## src/rtl/nbit_shift_register.sv

```systemverilog
// nbit_shift_register: framed parallel-load shift register for serial TX/RX.
// A load starts a frame; each shift strobe moves one bit; after WIDTH shifts
// the frame ends with a one-cycle done pulse and the register holds.
module nbit_shift_register #(
  parameter int               WIDTH     = 8,
  parameter logic [WIDTH-1:0] PRELOAD   = '0,
  parameter bit               SHIFT_DIR = 1'b0,
  localparam int              CW        = $clog2(WIDTH + 1)
) (
  input  logic             clk,
  input  logic             clear,
  input  logic [WIDTH-1:0] d,
  input  logic             ld,
  input  logic             shift_en,
  input  logic             ser_in,
  output logic [WIDTH-1:0] q,
  output logic             ser_out,
  output logic [CW-1:0]    count,
  output logic             busy,
  output logic             done
);

  typedef enum logic {IDLE, SHIFT} state_t;

  state_t           state;
  logic [WIDTH-1:0] shifted;

  // Direction is fixed at elaboration: pick the next-shift value and the
  // outgoing bit from the end that leaves first.
  if (SHIFT_DIR == 1'b0) begin : g_right
    assign shifted = {ser_in, q[WIDTH-1:1]};
    assign ser_out = q[0];
  end else begin : g_left
    assign shifted = {q[WIDTH-2:0], ser_in};
    assign ser_out = q[WIDTH-1];
  end

  // Frame control: clear beats load, load beats shift; the last shift of a
  // frame drops busy and raises done for exactly one cycle.
  always_ff @(posedge clk) begin
    if (clear) begin
      q     <= PRELOAD;
      count <= '0;
      state <= IDLE;
      busy  <= 1'b0;
      done  <= 1'b0;
    end else begin
      done <= 1'b0;
      if (ld) begin
        q     <= d;
        count <= '0;
        state <= SHIFT;
        busy  <= 1'b1;
      end else if (state == SHIFT && shift_en) begin
        q     <= shifted;
        count <= count + CW'(1);
        if (count == CW'(WIDTH - 1)) begin
          state <= IDLE;
          busy  <= 1'b0;
          done  <= 1'b1;
        end
      end
    end
  end

endmodule

```

## config.mk

```make
export PLATFORM = sky130hd
export DESIGN_NAME = nbit_shift_register
export DESIGN_NICKNAME = d
export VERILOG_FILES = /design/src/rtl/nbit_shift_register.sv
export SDC_FILE = /design/constraint.sdc
export NUM_CORES = 1
export LEC_CHECK = 0
export ABC_AREA = 1
export CAP_MARGIN = 20
export CORE_MARGIN = 1
export CORE_UTILIZATION = 42
export CTS_BUF_LIST = sky130_fd_sc_hd__clkbuf_4
export DETAILED_ROUTE_END_ITERATION = 8
export GPL_TIMING_DRIVEN = 1
export HOLD_SLACK_MARGIN = 0.12
export PLACE_DENSITY = 0.75
export SLEW_MARGIN = 20
export SYNTH_ARGS = -nofsm -noshare
export SYNTH_HDL_FRONTEND = slang
export SYNTH_SLANG_ARGS = --single-unit
```

## constraint.sdc

```tcl
create_clock -name clk -period 1.14 [get_ports clk]
set_input_delay 0.114 -clock clk [delete_from_list [all_inputs] [get_ports clk]]
set_output_delay 0.114 -clock clk [all_outputs]
set_load 0.005 [all_outputs]
```

==> impl_metrics.json, run 1 <==
{
  "status": "finished, violations left",
  "violations": "design-rule violations",
  "drtPass1Iterations": 6,
  "sw_frac_of_total": 0.265,
  "rsz0062_at_grt": "false",
  "finalHoldViolCount": 0,
  "grt_pass1_wl_mm": 2.70,
  "yosysUniqueCellTypes": 22,
  "grt_start_max_net_pins": 11,
  "cts_hold_buf": 0,
  "io_buffers": 27,
  "drv_cap": 0,
  "timing.final.crit_share": 0.911,
  "htreeDepth": 1,
  "syn_area_per_cell_um2": 7.40,
  "p_int_mw": 0.768,
  "yosysMostFrequentCell": "nand2_1",
  "finalCriticalPeriod_ps": 1040,
  "p_clk_frac": 0.260,
  "synth_top_area_cell": "dfxtp_1",
  "hold_ws_ps": 471,
  "r2r-end": "state$_SDFFE_PP0P_",
  "die_y_um": 43.4,
  "initial_core_util": 0.461,
  "crit_type": "reg2reg",
  "worstPathMaxFanout": 4,
  "worstPathArrival_ps": 1200,
  "setup_viol": 0,
  "antenna_found_initial": 0,
  "yosys_warnings": 0,
  "comb_power_share": 0.233,
  "busiest_layer": "met2",
  "slowest_delay_ps": 330,
  "synth_ff_type": "dfxtp_1",
  "multi_input_area_um2": 362,
  "fin_nets": 154,
  "antenna_cells": 0,
  "seq_power_share": 0.507,
  "yosys.area.top_type_share": 0.390,
  "core_um2": 1560,
  "routabilityCongestion": 0.816,
  "final_cells": 154,
  "tightest_slew_ps": 199,
  "fp.dieW_um": 43.4,
  "maxSlewHeadroom": 0.867,
  "grt_use_total": 0.199,
  "areaGrowthSynthToFinish_pct": 56.6,
  "synthTopCellsByCount": "nand2_1, dfxtp_1, nor2_1",
  "powerDensity_nw_per_um2": 928,
  "timing.rr.start": "count[1]$_SDFFE_PP0P_",
  "cts_inserted_buffers": 3,
  "clock_skew_ps": 4.67,
  "synth.area.top_cells": "dfxtp_1, nand2_1, a21oi_2",
  "fmax_ghz": 0.963,
  "critPathSlowestCell": "dfxtp_2",
  "overflow": 0,
  "cts.clk_slew.worst_paths_ps": 80,
  "syn-cell-area_um2": 718,
  "hold_class": "reg2reg",
  "drive_above_1_share": 0.348,
  "met2_usage": 0.364,
  "met1_usage": 0.211,
  "ys_seq_area_frac": 0.390,
  "synth_nets": 111,
  "critPathCaptureType": "flip-flop",
  "p_leak_nw": 0.559,
  "ys_seq_elements": 14,
  "rows": 14,
  "regArea_um2": 299,
  "clock_path_buffers": 2,
  "final_antenna_net_count": 0,
  "crit_start": "count[1]$_SDFFE_PP0P_",
  "tns_ps": 0,
  "min_to": "q[5]$_SDFFE_PP0P_",
  "drv_slew": 0,
  "drc": 2,
  "wl_mm": 1.69,
  "dp_hpwl_mm": 1.17,
  "worst-r2r-cell-count": 5,
  "total_power_mw": 1.04,
  "synth-async-reset-ratio": 0,
  "synth_edf_count": 0,
  "path_cells": "buf_4 > ha_1 > nand3_1 > o21bai_1 > a21oi_1",
  "path_delay_family": "flip-flops",
  "boundaryPins": 28,
  "routedWlPerCell_um": 11.0,
  "synth_cells": 97,
  "vias": 746,
  "hp-start": "q[5]$_SDFFE_PP0P_",
  "required_ps": 1300,
  "cp-start-kind": "flip-flop",
  "fp.dieArea_um2": 1880,
  "clock-sinks": 14,
  "grt_pass1_vias": 678,
  "regToRegSetupSlack_ps": 100,
  "cts_tree": "done",
  "hold_depth": 2,
  "ir_worst_vdd_mv": 0.605,
  "p_sw_mw": 0.276,
  "dp_cells": 142,
  "grtUsageMet3": 0.0375,
  "drtIter0Drc": 11,
  "avgViaCountPerCell": 4.84,
  "crit_buf_inv": 1,
  "worstSkewPairLatency_ps": 270,
  "clockRootBuffer": "clkbuf_4",
  "nFillCells": 141
}
-- power groups by stage --
stage,clock network [mW],logic (mW),registers (mW)
6_report,0.271,0.244,0.529
5_1_grt,0.301,0.264,0.532
4_1_cts,0.278,0.242,0.528
3_5_place_dp,0,0.234,0.544
3_3_place_gp,0,0.232,0.544
2_1_floorplan,0,0.115,0.543
-- registers in the layout, summed over array words and instances, names as in the netlist --
register / flops
count: 4
done: 1
q: 8
state: 1
-- final cells by class --
class                   count  area share
well taps                  16      0.0178
repair buffers             41       0.328
clock buffers               3      0.0200
inverters                  10      0.0467
flip-flops and latches     14       0.266
multi-input cells          70       0.321
-- routing by layer --
metal	routed length, µm	vias up
met5	0	-
met1	679	323
met2	870	34
met4	31	0
li1	-	385
met3	112	4
-- cell usage in the layout (no fill, tap or decap), types with 3 or more instances in the layout --
cell,instances
dfxtp_2,12
dlygate4sd2_1,15
a21oi_1,4
nand2_2,5
buf_4,13
clkbuf_4,3
nand2_1,34
inv_1,6
o21ai_1,3
nor2_1,8
clkdlybuf4s50_1,12
a21oi_2,5
-- metrics by stage --
step	utilization	instance area, µm²	worst slack (ps)
3_3_place_gp	0.664	1030	-74.5
5_1_grt	0.722	1120	27.7
2_1_floorplan	-	718	194
4_1_cts	0.722	1120	95.4
3_5_place_dp	0.664	1030	-130
6_report	0.722	1120	102
-- cells by family after synthesis --
kind of cell	count (synthesis)	share of synthesized area
AOI/OAI and AO/OA	14	0.127
DFF	14	0.390
adders and majority gates	1	0.0174
and+or+nand+nor	55	0.359
buffers and inverters	13	0.106
-- worst max-delay path by stage --
stage | cells past startpoint | end | slack (ps)
after floorplan | 4 | state$_SDFFE_PP0P_ | 190
after global placement | 7 | q[4]$_SDFFE_PP0P_ | -70
after detailed placement | 6 | q[1]$_SDFFE_PP0P_ | -130
after CTS | 5 | state$_SDFFE_PP0P_ | 100
after global routing | 5 | count[2]$_SDFFE_PP0P_ | 30
final | 5 | state$_SDFFE_PP0P_ | 100
-- worst min-delay path, delay by kind of cell, from the launching register on --
kind	cells	cell delay, ps
DFF	1	330
and+or+nand+nor	1	60
AOI/OAI and AO/OA	1	40
-- what timing repair did --
action,in CTS,in global routing
setup endpoints to repair,15,0
setup buffers,9,0
resized for setup,29,0
(Power assumes the default switching activity.)
==> inputs of run 2 (changes only) <==
CORE_UTILIZATION = 40   (was 42)
PLACE_DENSITY = 0.72   (was 0.75)
==> run 2 against run 1 <==
  * The flow now finishes without violations
  * Worst hold slack improved by 8.3 ps
  * Routed wire length shrank 0.89%
  * Total power rose by 0.15%
  * Global-route usage is 0.55 points higher
  * Clock power is essentially flat
  * Register-to-register slack better by 40 ps
  * Via count decreased by 2.7%
  * Critical path depth fell by 3
  * First-iteration DRC count unchanged
  * Clock-buffer cell count stayed put
  * Maximum frequency down 4.0%
  * Critical endpoint is now q[0]
==> impl_metrics.json, run 2 (synthesized netlist as in run 1, its figures left out) <==
{
  "cts_inserted_buffers": 3,
  "wl_met3_um": 66,
  "clockRootBuffer": "clkbuf_4",
  "clock-sinks": 14,
  "overflow": 0,
  "top_layer": "met4",
  "drc": 0,
  "areaGrowthSynthToFinish_pct": 57.7,
  "reg_top3": "q: 8 flops, count: 4 flops",
  "hold_class": "reg2reg",
  "final_cell_mix": "nand2_1, dlygate4sd2_1, dfxtp_2, clkdlybuf4s50_1, buf_4",
  "drive_above_1_share": 0.350,
  "drv_cap": 0,
  "maxSlewHeadroom": 0.849,
  "boundaryPins": 28,
  "core_um2": 1590,
  "worstSkewPairLatency_ps": 270,
  "cts_tree": "done",
  "cts_hold_buf": 0,
  "fin_area_um2": 1130,
  "wl_mm": 1.68,
  "total_power_mw": 1.05,
  "grt_use_total": 0.204,
  "htreeDepth": 1,
  "tightest_slew_ps": 226,
  "largest_reg_flops": 8,
  "clock_path_buffers": 2,
  "setup_viol": 0,
  "worstPathArrival_ps": 970,
  "final_antenna_net_count": 0,
  "fmax_ghz": 0.925,
  "antenna_found_initial": 0,
  "initial_core_util": 0.451,
  "drv_slew": 0,
  "cp-start-kind": "flip-flop",
  "cts.clk_slew.worst_paths_ps": 80,
  "fp.dieArea_um2": 1970,
  "die_y_um": 44.4,
  "grt_pass1_vias": 660,
  "crit_type": "reg2out",
  "drtIter0Drc": 11,
  "grt_start_max_net_pins": 11,
  "ir_worst_vdd_mv": 0.798,
  "required_ps": 1030,
  "avgViaCountPerCell": 4.51,
  "status": "finished, final reports clean",
  "routabilityCongestion": 0.796,
  "antenna_cells": 0,
  "vias": 726,
  "regMostFlops": "q",
  "timing.final.crit_share": 0.948,
  "grt_pass1_wl_mm": 2.89,
  "powerDensity_nw_per_um2": 923,
  "worstPathMaxFanout": 2,
  "rsz0062_at_grt": "false",
  "drtPass1Iterations": 4,
  "io_buffers": 27,
  "timing.rr.start": "count[0]$_SDFFE_PP0P_",
  "clock_skew_ps": 1.29,
  "fp.dieW_um": 44.4,
  "fin_nets": 153,
  "routedWlPerCell_um": 10.4,
  "met1Wirelength_um": 797,
  "finalHoldViolCount": 0,
  "dp_hpwl_mm": 1.17,
  "hp-start": "q[6]$_SDFFE_PP0P_",
  "rows": 14,
  "place_area_um2": 1030,
  "critPathCaptureType": "output port",
  "p_leak_nw": 0.555,
  "layout_commonest_cell": "nand2_1",
  "crit_start": "q[0]$_SDFFE_PP0P_",
  "finalCriticalPeriod_ps": 1080,
  "dr_wl_met2_um": 805
}
## run 2: cell count changes in the layout (fill, tap and decap cells not counted), sizes merged
cell | before | now
buf | 14 | 13
## run 2: layout make-up
class,count,area (µm²)
fill,136,462
multi-input combinational,70,367
timing repair buffer,40,362
sequential,14,299
inverter,10,52.6
tap,24,30.0
clock buffer,3,22.5
## run 2: layer usage
layer	vias up	global-route usage
li1	384	-
met1	319	0.268
met2	21	0.318
met3	2	0.0490
met4	0	0.0909
met5	-	0
## run 2: critical path, stage by stage, from the launching register on
cell and delay, ps:
dfxtp_2 320, buf_4 120, dlygate4sd2_1 250
## run 2: stage by stage
step / instances / TNS [ps] / worst slack (ps) / hold WS [ps] / utilization
after floorplan: 97 / 0 / 194 / 330 / -
after global placement: 148 / -566 / -69.3 / 469 / 0.646
after detailed placement: 148 / -706 / -90.6 / 467 / 0.646
after CTS: 161 / 0 / 56.3 / 476 / 0.707
after global routing: 161 / 0 / 10.9 / 491 / 0.710
final: 161 / 0 / 59.0 / 479 / 0.710
## run 2: path summary, 6_finish.rpt
kind                            slack [ps]  depth (start not counted)               endpoint
worst max-delay path                    60                          2                   q[0]
worst max register to register         140                          5  count[2]$_SDFFE_PP0P_
worst min-delay path                   480                          2      q[6]$_SDFFE_PP0P_
worst min register to register         480                          2      q[6]$_SDFFE_PP0P_
## run 2: timing repair
action	in CTS	in global routing
endpoints found under the hold margin	0	0
gates resized for setup	29	1
setup endpoints to repair	15	2
setup buffers	10	0
## run 2: where the power goes
group	internal (mW)	total, mW	switching (mW)	leakage [nW]
sequential	0.515	0.530	0.0152	0.120
clock	0.122	0.273	0.151	0.0138
combinational	0.130	0.243	0.113	0.421
total	0.767	1.05	0.279	0.555
==> inputs of run 3 (changes only) <==
SKIP_LAST_GASP = 1   (was unset)
==> run 3 against run 2 <==
  * Register-to-register slack hardly changed
  * Combinational power hardly changed
  * Sequential cell count stayed put
  * Clock skew stayed put
  * Die area stayed put
  * Critical endpoint unchanged
  * Critical path type unchanged
==> impl_metrics.json, run 3 (synthesized netlist as in run 1, its figures left out) <==
{
  "drv_slew": 0,
  "regMostFlops": "q",
  "initial_core_util": 0.451,
  "critPathCaptureType": "output port",
  "hold_class": "reg2reg",
  "grt_use_total": 0.204,
  "clock-sinks": 14,
  "status": "finished, final reports clean",
  "reg_top3": "q: 8 flops, count: 4 flops",
  "cts_inserted_buffers": 3,
  "clockRootBuffer": "clkbuf_4",
  "dp_cells": 148,
  "cp-start-kind": "flip-flop",
  "clock_skew_ps": 1.29,
  "regToRegSetupSlack_ps": 140,
  "grtUsageMet3": 0.0490,
  "final_antenna_net_count": 0,
  "drc": 0,
  "overflow": 0,
  "p_leak_nw": 0.565,
  "final_cell_mix": "nand2_1, dlygate4sd2_1, dfxtp_2, clkdlybuf4s50_1, buf_4",
  "drtPass1Iterations": 4,
  "rows": 14,
  "crit_type": "reg2out",
  "finalHoldViolCount": 0,
  "worstPathArrival_ps": 970,
  "grt_start_max_net_pins": 11,
  "fp.dieW_um": 44.4,
  "ir_worst_vdd_mv": 0.798,
  "hold_ws_ps": 479,
  "cts_tree": "done",
  "htreeDepth": 1,
  "nFillCells": 136,
  "tightest_slew_ps": 226,
  "fin_util": 0.713,
  "setup_viol": 0,
  "critPathSlowestCell": "dfxtp_2",
  "powerDensity_nw_per_um2": 921,
  "die_y_um": 44.4,
  "grt_pass1_vias": 660,
  "worstPathMaxFanout": 2,
  "path_cells": "buf_4 > dlygate4sd2_1",
  "required_ps": 1030,
  "antenna_found_initial": 0,
  "grt_pass1_wl_mm": 2.89,
  "timing.final.crit_share": 0.948,
  "avgViaCountPerCell": 4.51,
  "clock_path_buffers": 2,
  "worstSkewPairLatency_ps": 270,
  "place_area_um2": 1030,
  "met1_usage": 0.268,
  "io_buffers": 27,
  "rsz0062_at_grt": "false",
  "fmax_ghz": 0.925,
  "drive_above_1_share": 0.350,
  "dp_hpwl_mm": 1.17,
  "layout_commonest_cell": "nand2_1",
  "antenna_cells": 0,
  "vias": 726,
  "routedWlPerCell_um": 10.4,
  "wl_mm": 1.68,
  "fin_nets": 153,
  "fp.dieArea_um2": 1970,
  "fin_area_um2": 1140,
  "drv_cap": 0,
  "slowest_delay_ps": 320,
  "boundaryPins": 28,
  "final_cells": 161,
  "routabilityCongestion": 0.796,
  "finalCriticalPeriod_ps": 1080,
  "maxSlewHeadroom": 0.849,
  "areaGrowthSynthToFinish_pct": 58.2,
  "drtIter0Drc": 11,
  "cts_hold_buf": 0,
  "largest_reg_flops": 8,
  "core_um2": 1590,
  "met2_usage": 0.318,
  "tns_ps": 0,
  "busiest_layer": "met2",
  "cts.clk_slew.worst_paths_ps": 80
}
==> run 3: changes by cell type in the layout (fill, tap and decap cells not counted), sizes merged <==
cell,delta
dlygate4sd2,-1
dlymetal6s2s,+1
==> run 3: what timing repair did <==
item	CTS	global route
hold endpoints to repair	0	0
endpoints found under the setup margin	15	3
resized for setup	28	2
buffers inserted	10	0
pin swaps	0	0
==> run 3: cell type report <==
class	count	area, µm²	area share
inverters	10	52.6	0.0463
clock buffers	3	22.5	0.0198
flip-flops and latches	14	299	0.263
well taps	24	30.0	0.0264
multi-input cells	70	367	0.323
repair buffers	40	365	0.322
==> run 3: worst paths after layout <==
check | startpoint | end | depth (start not counted)
max reg2reg | count[0]$_SDFFE_PP0P_ | count[2]$_SDFFE_PP0P_ | 5
min | q[6]$_SDFFE_PP0P_ | q[6]$_SDFFE_PP0P_ | 2
min reg2reg | q[6]$_SDFFE_PP0P_ | q[6]$_SDFFE_PP0P_ | 2
max | q[0]$_SDFFE_PP0P_ | q[0] | 2
==> run 3: per-layer routing <==
metal	part of all wire	routed length, µm	vias up
met1	0.47	797	319
met3	0.040	67	2
met5	0	0	-
li1	-	-	384
met4	0.0059	10	0
met2	0.48	805	21
==> run 3: worst max-delay path: cells and delay by family, from the launching register on <==
kind | cells | cell delay [ps]
flip-flops | 1 | 320
buffers and inverters | 2 | 370
==> run 3: metrics by stage <==
step,worst slack (ps),power (mW)
floorplan,194,0.658
global placement,-69.3,0.773
detailed placement,-90.6,0.773
CTS,-78.6,1.05
global route,10.9,1.11
finish,59.0,1.05
==> run 3: power breakdown <==
group | switching (mW) | internal, mW | total [mW]
clock | 0.151 | 0.122 | 0.273
sequential | 0.0152 | 0.515 | 0.530
combinational | 0.113 | 0.131 | 0.244
